$ cat src/rtl/uart_defs.sv
// Shared UART definitions: FSM state encodings (common with the transmitter)
// and parity-type constants.
package uart_defs;

   localparam int unsigned UART_STATE_W = 3;

   typedef enum logic [UART_STATE_W-1:0] {
      IDLE   = 3'd0,
      START  = 3'd1,
      DATA   = 3'd2,
      PARITY = 3'd3,
      STOP   = 3'd4
   } uart_state_e;

   localparam logic PAR_EVEN = 1'b0;
   localparam logic PAR_ODD  = 1'b1;

endpackage

$ cat src/rtl/uart_rx_sampler.sv
// UART receive sampler: synchronizes the raw line, keeps the per-bit edge
// counter and produces the sampled bit value plus an end-of-bit strobe.
// Build option UART_RX_MAJORITY_EN: 2-of-3 majority around the bit centre.
module uart_rx_sampler #(
   parameter int unsigned PRESCALE = 8,
   parameter int unsigned CNTWIDTH = 5
) (
   input  logic clk_i,
   input  logic rst_ni,
   input  logic rx_i,
   input  logic run_i,
   output logic rx_s_o,
   output logic sampled_bit_o,
   output logic bit_end_o
);

   localparam logic [CNTWIDTH-1:0] CntLast = CNTWIDTH'(PRESCALE - 1);
   localparam logic [CNTWIDTH-1:0] CntMid  = CNTWIDTH'(PRESCALE / 2);

   logic                sync1_q, sync2_q;
   logic [CNTWIDTH-1:0] edge_cnt_q, edge_cnt_d;

   // Two-flop synchronizer; resets to the idle (high) line level.
   always_ff @(posedge clk_i or negedge rst_ni) begin
      if (!rst_ni) begin
         sync1_q <= 1'b1;
         sync2_q <= 1'b1;
      end else begin
         sync1_q <= rx_i;
         sync2_q <= sync1_q;
      end
   end

   // Edge counter runs only while a frame is in progress and wraps every bit.
   always_comb begin
      edge_cnt_d = '0;
      if (run_i && (edge_cnt_q != CntLast)) begin
         edge_cnt_d = edge_cnt_q + CNTWIDTH'(1);
      end
   end

   // Edge counter register.
   always_ff @(posedge clk_i or negedge rst_ni) begin
      if (!rst_ni) begin
         edge_cnt_q <= '0;
      end else begin
         edge_cnt_q <= edge_cnt_d;
      end
   end

`ifdef UART_RX_MAJORITY_EN
   localparam logic [CNTWIDTH-1:0] CntEarly = CNTWIDTH'(PRESCALE / 2 - 1);
   localparam logic [CNTWIDTH-1:0] CntLate  = CNTWIDTH'(PRESCALE / 2 + 1);

   logic [2:0] smp_q, smp_d;
   logic       late_smp;

   // Capture the three samples around the bit centre.
   always_comb begin
      smp_d = smp_q;
      if (run_i) begin
         if (edge_cnt_q == CntEarly) smp_d[0] = sync2_q;
         if (edge_cnt_q == CntMid)   smp_d[1] = sync2_q;
         if (edge_cnt_q == CntLate)  smp_d[2] = sync2_q;
      end
   end

   // Sample register.
   always_ff @(posedge clk_i or negedge rst_ni) begin
      if (!rst_ni) begin
         smp_q <= 3'b111;
      end else begin
         smp_q <= smp_d;
      end
   end

   // With PRESCALE=4 the late sample coincides with bit end, so use it live.
   always_comb begin
      late_smp      = (edge_cnt_q == CntLate) ? sync2_q : smp_q[2];
      sampled_bit_o = (smp_q[0] & smp_q[1]) | (smp_q[0] & late_smp) | (smp_q[1] & late_smp);
   end
`else
   logic sample_q, sample_d;

   // Single sample at the bit centre.
   always_comb begin
      sample_d = sample_q;
      if (run_i && (edge_cnt_q == CntMid)) begin
         sample_d = sync2_q;
      end
   end

   // Sample register.
   always_ff @(posedge clk_i or negedge rst_ni) begin
      if (!rst_ni) begin
         sample_q <= 1'b1;
      end else begin
         sample_q <= sample_d;
      end
   end

   assign sampled_bit_o = sample_q;
`endif

   assign rx_s_o    = sync2_q;
   assign bit_end_o = run_i && (edge_cnt_q == CntLast);

endmodule

$ cat src/rtl/uart_rx.sv
// UART receiver: start, DATAWIDTH data bits LSB-first, optional parity, one
// stop bit. Reports each frame with exactly one registered pulse:
// DATA_VALID, PAR_ERR or STP_ERR.
// Build option UART_RX_MAJORITY_EN selects majority sampling in the sampler.
module uart_rx
   import uart_defs::*;
#(
   parameter int unsigned DATAWIDTH  = 8,
   parameter int unsigned STATEWIDTH = 3,
   parameter int unsigned PRESCALE   = 8,
   parameter int unsigned CNTWIDTH   = 5
) (
   input  logic                 clk,
   input  logic                 rst,
   input  logic                 RX_IN,
   input  logic                 PAR_EN,
   input  logic                 PAR_TYP,
   output logic [DATAWIDTH-1:0] P_DATA,
   output logic                 DATA_VALID,
   output logic                 PAR_ERR,
   output logic                 STP_ERR,
   output logic                 Busy
);

   if (PRESCALE < 4 || PRESCALE > 32) begin : g_bad_prescale
      $error("uart_rx: PRESCALE must be within 4..32");
   end
   if ((PRESCALE - 1) > (2 ** CNTWIDTH - 1) || DATAWIDTH > (2 ** CNTWIDTH - 1)) begin : g_bad_cnt
      $error("uart_rx: CNTWIDTH too small for PRESCALE-1 or DATAWIDTH");
   end
   if (STATEWIDTH != UART_STATE_W) begin : g_bad_state
      $error("uart_rx: STATEWIDTH must match the shared state encoding width");
   end

   localparam logic [CNTWIDTH-1:0] DataLast = CNTWIDTH'(DATAWIDTH - 1);

   uart_state_e          state_q, state_d;
   logic [CNTWIDTH-1:0]  bit_cnt_q, bit_cnt_d;
   logic [DATAWIDTH-1:0] shift_q, shift_d;
   logic [DATAWIDTH-1:0] p_data_q, p_data_d;
   logic                 par_en_q, par_en_d;
   logic                 par_typ_q, par_typ_d;
   logic                 par_bad_q, par_bad_d;
   logic                 armed_q, armed_d;
   logic                 dv_q, dv_d;
   logic                 pe_q, pe_d;
   logic                 se_q, se_d;
   logic                 busy_q, busy_d;
   logic                 start_frame;

   logic run, rx_s, sampled_bit, bit_end;

   assign run = (state_q != IDLE);

   uart_rx_sampler #(
      .PRESCALE (PRESCALE),
      .CNTWIDTH (CNTWIDTH)
   ) u_sampler (
      .clk_i         (clk),
      .rst_ni        (rst),
      .rx_i          (RX_IN),
      .run_i         (run),
      .rx_s_o        (rx_s),
      .sampled_bit_o (sampled_bit),
      .bit_end_o     (bit_end)
   );

   // Frame FSM next state, datapath updates and outcome pulses.
   always_comb begin
      state_d     = state_q;
      bit_cnt_d   = bit_cnt_q;
      shift_d     = shift_q;
      p_data_d    = p_data_q;
      par_en_d    = par_en_q;
      par_typ_d   = par_typ_q;
      par_bad_d   = par_bad_q;
      armed_d     = armed_q;
      dv_d        = 1'b0;
      pe_d        = 1'b0;
      se_d        = 1'b0;
      start_frame = 1'b0;

      unique case (state_q)
         IDLE: begin
            // Stay disarmed after a stop error until the line returns high.
            if (rx_s) begin
               armed_d = 1'b1;
            end else if (armed_q) begin
               start_frame = 1'b1;
            end
         end
         START: begin
            if (bit_end) begin
               state_d = sampled_bit ? IDLE : DATA;
            end
         end
         DATA: begin
            if (bit_end) begin
               // Right shift: first received bit ends up in bit 0.
               shift_d = {sampled_bit, shift_q[DATAWIDTH-1:1]};
               if (bit_cnt_q == DataLast) begin
                  bit_cnt_d = '0;
                  state_d   = par_en_q ? PARITY : STOP;
               end else begin
                  bit_cnt_d = bit_cnt_q + CNTWIDTH'(1);
               end
            end
         end
         PARITY: begin
            if (bit_end) begin
               par_bad_d = sampled_bit != ((^shift_q) ^ (par_typ_q == PAR_ODD));
               state_d   = STOP;
            end
         end
         STOP: begin
            if (bit_end) begin
               state_d = IDLE;
               if (!sampled_bit) begin
                  se_d    = 1'b1;
                  armed_d = 1'b0;
               end else begin
                  if (par_bad_q) begin
                     pe_d = 1'b1;
                  end else begin
                     dv_d     = 1'b1;
                     p_data_d = shift_q;
                  end
                  // Back-to-back frame: start edge already visible on the last stop cycle.
                  if (!rx_s) begin
                     start_frame = 1'b1;
                  end
               end
            end
         end
         default: state_d = IDLE;
      endcase

      if (start_frame) begin
         state_d   = START;
         bit_cnt_d = '0;
         par_en_d  = PAR_EN;
         par_typ_d = PAR_TYP;
         par_bad_d = 1'b0;
      end

      busy_d = (state_d != IDLE);
   end

   // State and output registers.
   always_ff @(posedge clk or negedge rst) begin
      if (!rst) begin
         state_q   <= IDLE;
         bit_cnt_q <= '0;
         shift_q   <= '0;
         p_data_q  <= '0;
         par_en_q  <= 1'b0;
         par_typ_q <= PAR_EVEN;
         par_bad_q <= 1'b0;
         armed_q   <= 1'b1;
         dv_q      <= 1'b0;
         pe_q      <= 1'b0;
         se_q      <= 1'b0;
         busy_q    <= 1'b0;
      end else begin
         state_q   <= state_d;
         bit_cnt_q <= bit_cnt_d;
         shift_q   <= shift_d;
         p_data_q  <= p_data_d;
         par_en_q  <= par_en_d;
         par_typ_q <= par_typ_d;
         par_bad_q <= par_bad_d;
         armed_q   <= armed_d;
         dv_q      <= dv_d;
         pe_q      <= pe_d;
         se_q      <= se_d;
         busy_q    <= busy_d;
      end
   end

   assign P_DATA     = p_data_q;
   assign DATA_VALID = dv_q;
   assign PAR_ERR    = pe_q;
   assign STP_ERR    = se_q;
   assign Busy       = busy_q;

endmodule

$ cat config.mk
export PLATFORM = sky130hd
export DESIGN_NAME = uart_rx
export DESIGN_NICKNAME = d
export VERILOG_FILES = /design/src/rtl/uart_defs.sv /design/src/rtl/uart_rx_sampler.sv /design/src/rtl/uart_rx.sv
export SDC_FILE = /design/constraint.sdc
export NUM_CORES = 1
export LEC_CHECK = 0
export BUFFER_PORTS_ARGS = -buffer_cell sky130_fd_sc_hd__buf_2
export CAP_MARGIN = 5
export CORE_MARGIN = 4
export CORE_UTILIZATION = 30
export CTS_BUF_LIST = sky130_fd_sc_hd__clkbuf_4 sky130_fd_sc_hd__clkbuf_8 sky130_fd_sc_hd__clkbuf_16
export DETAILED_ROUTE_END_ITERATION = 8
export MAX_ROUTING_LAYER = met4
export RECOVER_POWER = 50
export SKIP_LAST_GASP = 1
export SLEW_MARGIN = 10
export SYNTH_ARGS = -nofsm -noshare
export SYNTH_HDL_FRONTEND = slang
export SYNTH_SLANG_ARGS = --single-unit
$ cat constraint.sdc
create_clock -name clk -period 3.6 [get_ports clk]
set_clock_uncertainty 0.15 [all_clocks]
set_input_delay 0.36 -clock clk [delete_from_list [all_inputs] [get_ports clk]]
set_output_delay 0.36 -clock clk [all_outputs]
set_load 0.02 [all_outputs]
==> qor.yml, run 1 <==
fin_util_pct: 35.32
finalHoldViolCount: 0
netlist_area_um2: 1891
yosysSeqAreaShare_pct: 53.21
min_period_over_period_pct: 63.63
grt.overflow.total: 0
ys_seq_elements: 40
finalSetupViolations: 0
syn_inst: 150
grt_pass1_vias: 1132
grt.met3_usage_pct: 2.838
drive_above_1_share_pct: 28.99
cts_tree: "yes"
violations: "max-capacitance violations, max-slew violations"
fmaxAchievable_mhz: 436.5
grtUsageMet2_pct: 12.74
drv_slew: 41
grt_start_max_net_pins: 41
hold_depth: 1
vdd_drop_max_uv: 279.1
status: "complete, but fails checks"
critPathLaunchType: "flop"
dp_hpwl_mm: 2.243
drv_cap: 1
coreArea_um2: 6026
path_max_fanout: 10
areaGrowthSynthToFinish_pct: 12.57
busiest_layer: "met1"
critPathSlowestCell: "nor3_4"
wl_per_cell_um: 13.43
worstHoldPathType: "input port to flop"
whs_ns: 0.01302
synth_cell_type_count: 41
row_count: 28
vias: 1141
vias_per_cell: 4.676
synthTopCellsByCount: "36 x dfrtp_1, 15 x nor2_1, 11 x mux2_2"
htree_levels: 2
tightestPinTransition_ns: 2.080
initial_core_util_pct: 31.37
grt_usage_pct: 9.653
syn-num-nets: 158
yosys.area.top_type: "dfrtp_1"
yosysMostFrequentCell: "dfrtp_1"
antenna-diode-count: 0
die_area_um2: 7636
drc: 0
synthTopCellsByArea: "dfrtp_1 48%, mux2_2 6.6%, mux2_4 6.4%"
post-place-ws_ns: 1.326
antenna_found_initial: 0
ios: 17
cp_slowest_stage_delay_ns: 0.60
fin_setup_tns_ns: 0
rrSetupSlack_ns: 1.31
cts_root_buf: "clkbuf_8"
endpoint_kind: "flop"
synth_edf_count: 0
finalInstanceArea_um2: 2128
synthArstFlopShare_pct: 100.0
globalRouteMet1Util_pct: 13.38
final_antenna_net_count: 0
path_class: "flop to flop"
clk_pin_slew_ns: 0.08
arrival_ns: 2.32
portBuffers: 16
min_period_ns: 2.291
fin_nets: 176
clk_path_buf_depth: 2
yosysWarnings: 0
fin_cells: 244
hold_buffers: 0
wl_mm: 3.277
p_total_mw: 1.256
place_congestion: 0.8113
fin_ws_ns: 1.309
leakage_nw: 1.005
drt_pass1_iterations: 4
numCtsBuffers: 5
powerDensity_nw_per_um2: 590.1
dpl-instance-area_um2: 2022
synthDominantCellAreaShare_pct: 47.65
first_iter_violations: 31
avgSynthCellArea_um2: 12.60
crit_chain: "ha_1 -> nand4bb_1 -> nor3_4 -> mux2_2"
reg2regPathDepth: 4
die_h_um: 87.39
grt_pass1_wl_mm: 5.589
synth_flop_cell: "dfrtp_1"
ctsResizeCount: 0
chipWidth_um: 87.39
slew_headroom_pct: -38.65
cp.required_ns: 3.63
clock_latency_ns: 0.30
cts.sinks: 40
post_cts_buffers: 0
dp_cells: 236
rsz0062_at_grt: "no"
-- worst max-delay path, delay by kind of cell (launching register included) --
kind	cells	cell delay, ns
and+or+nand+nor	2	1.00
DFF	1	0.39
adders and majority gates	1	0.25
muxes	1	0.40
-- placed cells by master (no fill, tap or decap), drive strengths merged, types with 2 or more instances in the layout --
| cell | count |
|---|---|
| nand2 | 5 |
| ha | 3 |
| nor3 | 3 |
| mux2i | 3 |
| nor2 | 16 |
| inv | 6 |
| xor2 | 4 |
| xnor2 | 7 |
| nand2b | 3 |
| mux2 | 19 |
| nand4bb | 2 |
| nand4 | 2 |
| nand3 | 3 |
| buf | 12 |
| o21bai | 2 |
| a21oi | 4 |
| dfstp | 4 |
| nor2b | 2 |
| or3 | 2 |
| o21ai | 3 |
| nor4 | 2 |
| clkbuf | 9 |
| dfrtp | 36 |
-- routing by layer --
metal | up-vias | part of all wire [%]
met5 | - | 0
met4 | 0 | 2.4
met3 | 7 | 3.8
met2 | 15 | 43
met1 | 558 | 51
li1 | 561 | -
-- cell type report --
cell class / count / area, um2
Fill cell: 600 / 3897
Timing Repair Buffer: 16 / 75.07
Tap cell: 75 / 93.84
Inverter: 6 / 22.52
Clock buffer: 5 / 68.82
Multi-Input combinational cell: 99 / 819.5
Clock inverter: 3 / 42.54
Sequential cell: 40 / 1006
-- flip-flops by register name, summed over array words and instances, names as in the netlist, 3 cells and up --
| name | cells |
|---|---|
| state_q | 3 |
| u_sampler.edge_cnt_q | 5 |
| P_DATA | 8 |
| shift_q | 8 |
| bit_cnt_q | 5 |
-- cells by family (layout without fill, tap and decap cells) --
family	count (synthesis)	in the layout	synth area share [%]
AND/OR/NAND/NOR	45	45	14.16
adder cells (fa/ha/maj)	3	3	1.986
buffers and inverters	11	30	3.441
flip-flops	40	40	53.21
XOR/XNOR	12	12	6.287
multiplexers	22	22	14.49
AO/OA/AOI/OAI	17	17	6.420
-- where the power goes --
| part | switching, mW | internal (mW) |
|---|---|---|
| clock network | 0.161 | 0.205 |
| logic | 0.139 | 0.138 |
| registers | 0.0907 | 0.522 |
| total | 0.391 | 0.865 |
-- final timing paths --
kind / start / end
max reg2reg: u_sampler.edge_cnt_q[0]$_DFF_PN0_ / shift_q[5]$_DFFE_PN0P_
min: RX_IN / u_sampler.sync1_q$_DFF_PN1_
max: u_sampler.edge_cnt_q[0]$_DFF_PN0_ / shift_q[5]$_DFFE_PN0P_
min reg2reg: u_sampler.sync1_q$_DFF_PN1_ / u_sampler.rx_s_o$_DFF_PN1_
max in group asynchronous: rst / state_q[2]$_DFF_PN0_
min in group asynchronous: rst / P_DATA[5]$_DFFE_PN0P_
No activity file was read; power rests on OpenSTA's default activity.
==> run 2, diff against run 1 <==
Settings changed: ABC_AREA set to 1.
Clock period 3.6 ns to 1.85 ns, I/O delays scaled along.
==> qor.yml, run 2 <==
drv_slew: 0  # -100%
path_max_fanout: 7  # -3
grt.overflow.total: 0  # unchanged
sequentialPowerShare_pct: 49.3  # +0.5 points
first_iter_violations: 62  # +100%
die_area_um2: 7865  # +3.0%
grt_pass1_wl_mm: 6.210  # +11%
clockPowerShare_pct: 26.5  # -2.7 points
power.switching_mw: 0.7770  # +99%
arrival_ns: 1.76  # -0.56 ns
grt_pass1_vias: 1400  # +24%
chipWidth_um: 88.69  # +1.5%
yosysWarnings: 0  # unchanged
fin_setup_tns_ns: 0  # unchanged
drv_cap: 0  # -1
crit_end: "Busy$_DFF_PN0_"
cts_root_buf: "clkbuf_8"
crit_start: "u_sampler.edge_cnt_q[0]$_DFF_PN0_"
post_cts_buffers: 0  # unchanged
cts.sinks: 40  # unchanged
yosys.area.top_type: "dfrtp_1"
power_frac_comb_pct: 24.3  # +2.2 points
nFillCells: 660  # +10%
portBuffers: 16  # unchanged
clk_pin_slew_ns: 0.07  # about the same
areaGrowthSynthToFinish_pct: 15.82
netlist_area_um2: 1953  # +3.3%
initial_core_util_pct: 30.76  # -0.62 points
fmaxAchievable_mhz: 576.7  # +32%
crit_chain: "ha_1 -> nand2_1 -> inv_2 -> nand2_4 -> nor2_1 -> a21oi_1 -> o31ai_4 -> nor2_1 -> nand2_1"
p_total_mw: 2.323  # +85%
final_common_cell: "nand2_1"
tightestPinTransition_ns: 0.5376  # -1.542 ns
die_h_um: 88.69  # +1.5%
final_antenna_net_count: 0  # unchanged
antenna_found_initial: 0  # unchanged
coreArea_um2: 6350  # +5.4%
rrSetupSlack_ns: 0.12  # -1.19 ns
synthTopCellsByCount: "60 x nand2_1, 36 x dfrtp_1, 25 x inv_1"
drive_above_1_share_pct: 22.89  # -6.1 points
syn_inst: 221  # +47%
fin_ws_ns: 0.1160  # -1.193 ns
numCtsBuffers: 5  # unchanged
htree_levels: 2  # unchanged
post-place-ws_ns: 0.1156  # -1.210 ns
synth_flop_cell: "dfrtp_1"
whs_ns: 0.2078  # +0.1948 ns
wl_per_cell_um: 10.44  # -22%
yosysSeqAreaShare_pct: 51.51  # -1.7 points
rsz0062_at_grt: "no"
dp_hpwl_mm: 2.563  # +14%
status: "finished clean"
synthTopCellsByArea: "dfrtp_1 46%, nand2_1 12%, dfstp_2 5.4%"
finalHoldViolCount: 0  # unchanged
cts_tree: "yes"
r2r-start: "u_sampler.edge_cnt_q[0]$_DFF_PN0_"
leakage_nw: 1.149  # +14%
finalSetupViolations: 0  # unchanged
clock_latency_ns: 0.29  # about the same
drt_pass1_iterations: 4  # unchanged
worstHoldPathType: "flop to flop"
grt_usage_pct: 10.52  # +0.87 points
finalInstanceArea_um2: 2262  # +6.3%
min_period_over_period_pct: 93.73  # +30 points
dpl-instance-area_um2: 2138  # +5.8%
wl_mm: 3.405  # +3.9%
avgSynthCellArea_um2: 8.838  # -30%
rr_endpoint: "Busy$_DFF_PN0_"
cp.required_ns: 1.88  # -1.75 ns
yosysMostFrequentCell: "nand2_1"
vias: 1424  # +25%
ys_seq_elements: 40  # unchanged
final_cell_mix: "60 x nand2_1, 36 x dfrtp_1, 25 x inv_1"
reg2regPathDepth: 9  # +5
synth_cell_type_count: 25  # -39%
min_period_ns: 1.734  # -0.5567 ns
cp_slowest_stage_delay_ns: 0.41  # -0.19 ns
synthArstFlopShare_pct: 100.0  # unchanged
fin_nets: 256  # +45%
p_sw_share_pct: 33.45  # +2.3 points
synthDominantCellAreaShare_pct: 46.12  # -1.5 points
critPathSlowestCell: "dfrtp_1"
drc: 0  # unchanged
slew_headroom_pct: 64.16  # +100 points
vdd_drop_max_uv: 392.6  # +41%
vias_per_cell: 4.368  # -6.6%
antenna-diode-count: 0  # unchanged
intPower_mw: 1.546  # +79%
syn-num-nets: 229  # +45%
endpoint_kind: "flop"
critPathLaunchType: "flop"
powerDensity_nw_per_um2: 1027  # +74%
path_class: "flop to flop"
clk_path_buf_depth: 2  # unchanged
grt_start_max_net_pins: 23  # -44%
place_congestion: 0.8853  # +9.1%
row_count: 29  # +3.6%
ios: 17  # unchanged
synth_edf_count: 0  # unchanged
-- run 2: changes by cell type after synthesis, moves of 7 or more --
cell	change
inv_1	+19
nand2_1	+55
mux2_2	-11
o21ai_0	+13
mux2_4	-8
o21ai_2	+8
inv_2	+7
-- run 2: per-stage QoR --
stage          instances  util (%)
6_report             326     35.63
5_1_grt              326     35.63
4_1_cts              326     35.84
3_5_place_dp         314     33.67
3_3_place_gp         314     33.67
2_1_floorplan        221         -
-- run 2: cells by family after synthesis --
group / synth area share, %
buffers and inverters: 7.816
AND/OR/NAND/NOR: 24.60
flip-flops: 51.51
XOR/XNOR: 3.588
AO/OA/AOI/OAI: 10.57
adder cells (fa/ha/maj): 1.922
-- run 2: how the worst min path moves through the flow --
stage	end	slack (ns)	cells after the start	from
2_1_floorplan	Busy$_DFF_PN0_	-0.26	0	rst
3_3_place_gp	u_sampler.edge_cnt_q[0]$_DFF_PN0_	0.04	1	rst
3_5_place_dp	u_sampler.edge_cnt_q[1]$_DFF_PN0_	0.05	1	rst
4_1_cts	u_sampler.rx_s_o$_DFF_PN1_	0.21	0	u_sampler.sync1_q$_DFF_PN1_
5_1_grt	u_sampler.rx_s_o$_DFF_PN1_	0.22	0	u_sampler.sync1_q$_DFF_PN1_
6_report	u_sampler.rx_s_o$_DFF_PN1_	0.21	0	u_sampler.sync1_q$_DFF_PN1_
-- run 2: cell type report --
| type | count | area (um2) | area share (%) |
|---|---|---|---|
| well taps | 77 | 96.34 | 4.259 |
| flip-flops and latches | 40 | 1006 | 44.47 |
| repair buffers | 23 | 133.9 | 5.918 |
| multi-input cells | 145 | 799.5 | 35.34 |
| clock buffers | 8 | 97.59 | 4.314 |
| inverters | 33 | 128.9 | 5.697 |
-- run 2: power groups by stage --
stage	combinational (mW)	sequential, mW	clock (mW)
after floorplan	0.433	1.14	0
after global placement	0.552	1.16	0
after detailed placement	0.571	1.16	0
after CTS	0.576	1.14	0.647
after global routing	0.663	1.16	0.686
final	0.564	1.14	0.615
-- run 2: repair_timing --
item                                    CTS  global route
hold endpoints to repair                 20             0
hold buffers                              4             0
gates resized for setup                   0             2
endpoints found under the setup margin    0             2
-- run 2: critical path, delay by kind of cell, from the launching register on --
kind / cells / cell delay, ns
fa+ha+maj: 1 / 0.22
flops: 1 / 0.41
buf+inv: 1 / 0.06
compound gates: 2 / 0.37
simple gates: 5 / 0.41
-- run 2: layer usage --
layer	vias to the layer above	global-route usage (%)	routed length (um)
met3	6	1.955	145
met1	656	13.26	1686
met5	-	-	0
met2	20	15.65	1508
met4	0	6.181	65
li1	742	-	-
==> run 3, diff against run 2 <==
Clock period 1.85 ns to 1.7 ns, I/O delays scaled along.
==> qor.yml, run 3 (same netlist as run 2, synthesis figures left out) <==
htree_levels: 2  # unchanged
cts_root_buf: "clkbuf_8"
die_h_um: 88.69  # unchanged
cp.required_ns: 1.73  # -0.15 ns
top_layer: "met4"
clock_latency_ns: 0.29  # about the same
numCtsBuffers: 5  # unchanged
wl_met1_mm: 1.716  # +1.8%
rrSetupSlack_ns: 0.04  # -0.08 ns
place_congestion: 0.8419  # -4.9%
power.switching_mw: 0.8842  # +14%
tightestPinTransition_ns: 0.5232  # -0.01440 ns
grt.overflow.total: 0  # unchanged
cts_tree: "yes"
min_period_ns: 1.665  # -0.06936 ns
leakage_nw: 1.191  # +3.6%
hold_depth: 0  # unchanged
grt_usage_pct: 10.36  # -0.16 points
wl_mm: 3.481  # +2.2%
areaGrowthSynthToFinish_pct: 22.04
grt_start_max_net_pins: 22  # -4.3%
grt_pass1_wl_mm: 6.154  # -0.90%
dp_hpwl_mm: 2.566  # +0.12%
powerDensity_nw_per_um2: 1158  # +13%
fmaxAchievable_mhz: 600.7  # +4.2%
worstHoldPathType: "flop to flop"
cts.sinks: 40  # unchanged
final_common_cell: "nand2_1"
finalInstanceArea_um2: 2384  # +5.4%
drive_above_1_share_pct: 29.53  # +6.6 points
drv_cap: 0  # unchanged
multi_input_area_um2: 840.8  # +5.2%
min_to: "u_sampler.rx_s_o$_DFF_PN1_"
die_area_um2: 7865  # unchanged
path_class: "flop to flop"
slew_headroom_pct: 65.12  # +0.96 points
drt_pass1_iterations: 4  # unchanged
status: "finished clean"
rsz0062_at_grt: "yes"
r2r-start: "u_sampler.edge_cnt_q[1]$_DFF_PN0_"
endpoint_kind: "flop"
min_period_over_period_pct: 97.92  # +4.2 points
rr_endpoint: "bit_cnt_q[2]$_DFFE_PN0P_"
dp_cells: 315  # +0.32%
clockPowerShare_pct: 30.4  # +3.9 points
fin_setup_tns_ns: 0  # unchanged
clk_path_buf_depth: 2  # unchanged
critPathLaunchType: "flop"
p_sw_share_pct: 32.02  # -1.4 points
grt_pass1_vias: 1381  # -1.4%
chipWidth_um: 88.69  # unchanged
drc: 0  # unchanged
whs_ns: 0.2076  # -0.0001530 ns
vias: 1414  # -0.70%
wl_per_cell_um: 10.52  # +0.69%
coreArea_um2: 6350  # unchanged
fin_util_pct: 37.54  # +1.9 points
fin_cells: 331  # +1.5%
met2_length_mm: 1.568  # +4.0%
first_iter_violations: 70  # +13%
sequentialPowerShare_pct: 44.8  # -4.5 points
antenna_found_initial: 0  # unchanged
vdd_drop_max_uv: 450.2  # +15%
regArea_um2: 1006  # unchanged
path_max_fanout: 7  # unchanged
finalHoldViolCount: 0  # unchanged
ios: 17  # unchanged
fin_ws_ns: 0.03538  # -0.08064 ns
nFillCells: 633  # -4.1%
post-place-ws_ns: 0.02433  # -0.09128 ns
row_count: 29  # unchanged
finalSetupViolations: 0  # unchanged
power_frac_comb_pct: 24.8  # +0.5 points
arrival_ns: 1.69  # -0.07 ns
intPower_mw: 1.877  # +21%
portBuffers: 16  # unchanged
reg2regPathDepth: 11  # +2
antenna-diode-count: 0  # unchanged
dpl-instance-area_um2: 2146  # +0.35%
p_total_mw: 2.761  # +19%
initial_core_util_pct: 30.76  # unchanged
clk_pin_slew_ns: 0.08  # about the same
worstHoldStart: "u_sampler.sync1_q$_DFF_PN1_"
drv_slew: 0  # unchanged
vias_per_cell: 4.272  # -2.2%
route.met3.wl_um: 144  # -0.69%
fin_nets: 261  # +2.0%
final_cell_mix: "56 x nand2_1, 36 x dfrtp_1, 25 x inv_1"
final_antenna_net_count: 0  # unchanged
run 3: cell types whose count changed in the layout (fill, tap and decap cells not counted), moves of 4 or more:
cell,previous run,this run
buf_2,10,14
buf_4,2,6
clkbuf_1,5,1
nand2_1,60,56
nand2_2,4,8
run 3: what timing repair did:
item,in CTS,in global routing
setup buffers,0,4
hold buffers,4,0
setup endpoints to repair,0,21
gates resized for setup,0,17
hold endpoints to repair,20,0
run 3: routing by layer:
metal,track usage [%],vias to the layer above
met5,-,-
li1,-,757
met2,15.38,20
met4,4.396,0
met1,13.31,632
met3,2.700,5
run 3: worst max-delay path by stage:
stage	endpoint	cells after the start	slack, ns	from
after floorplan	bit_cnt_q[3]$_DFFE_PN0P_	10	0.12	u_sampler.edge_cnt_q[0]$_DFF_PN0_
after global placement	Busy$_DFF_PN0_	11	0.05	u_sampler.edge_cnt_q[1]$_DFF_PN0_
after detailed placement	Busy$_DFF_PN0_	11	0.02	u_sampler.edge_cnt_q[1]$_DFF_PN0_
after CTS	Busy$_DFF_PN0_	11	0.009	u_sampler.edge_cnt_q[1]$_DFF_PN0_
after global routing	bit_cnt_q[2]$_DFFE_PN0P_	11	-0.04	u_sampler.edge_cnt_q[1]$_DFF_PN0_
final	bit_cnt_q[2]$_DFFE_PN0P_	11	0.04	u_sampler.edge_cnt_q[1]$_DFF_PN0_
run 3: worst max-delay path, cell delays in order (launching register included):
cell,delay [ns]
dfrtp_1,0.37
ha_2,0.20
nand2_2,0.05
inv_2,0.08
nand2_4,0.09
inv_6,0.10
nand3_4,0.10
o21ai_4,0.09
nand2_4,0.10
buf_6,0.14
nand2_2,0.05
a21oi_2,0.03
run 3: power groups by stage:
stage / sequential, mW / clock [mW] / combinational [mW]
final: 1.24 / 0.839 / 0.685
after global placement: 1.25 / 0 / 0.628
after CTS: 1.23 / 0.868 / 0.654
after floorplan: 1.24 / 0 / 0.471
after global routing: 1.26 / 0.917 / 0.801
after detailed placement: 1.25 / 0 / 0.645
run 3: cell type report:
class                           count  area share [%]
Clock buffer                        7           4.042
Clock inverter                      1           1.260
Inverter                           33           5.617
Multi-Input combinational cell    145           35.28
Sequential cell                    40           42.20
Tap cell                           77           4.042
Timing Repair Buffer               28           7.559
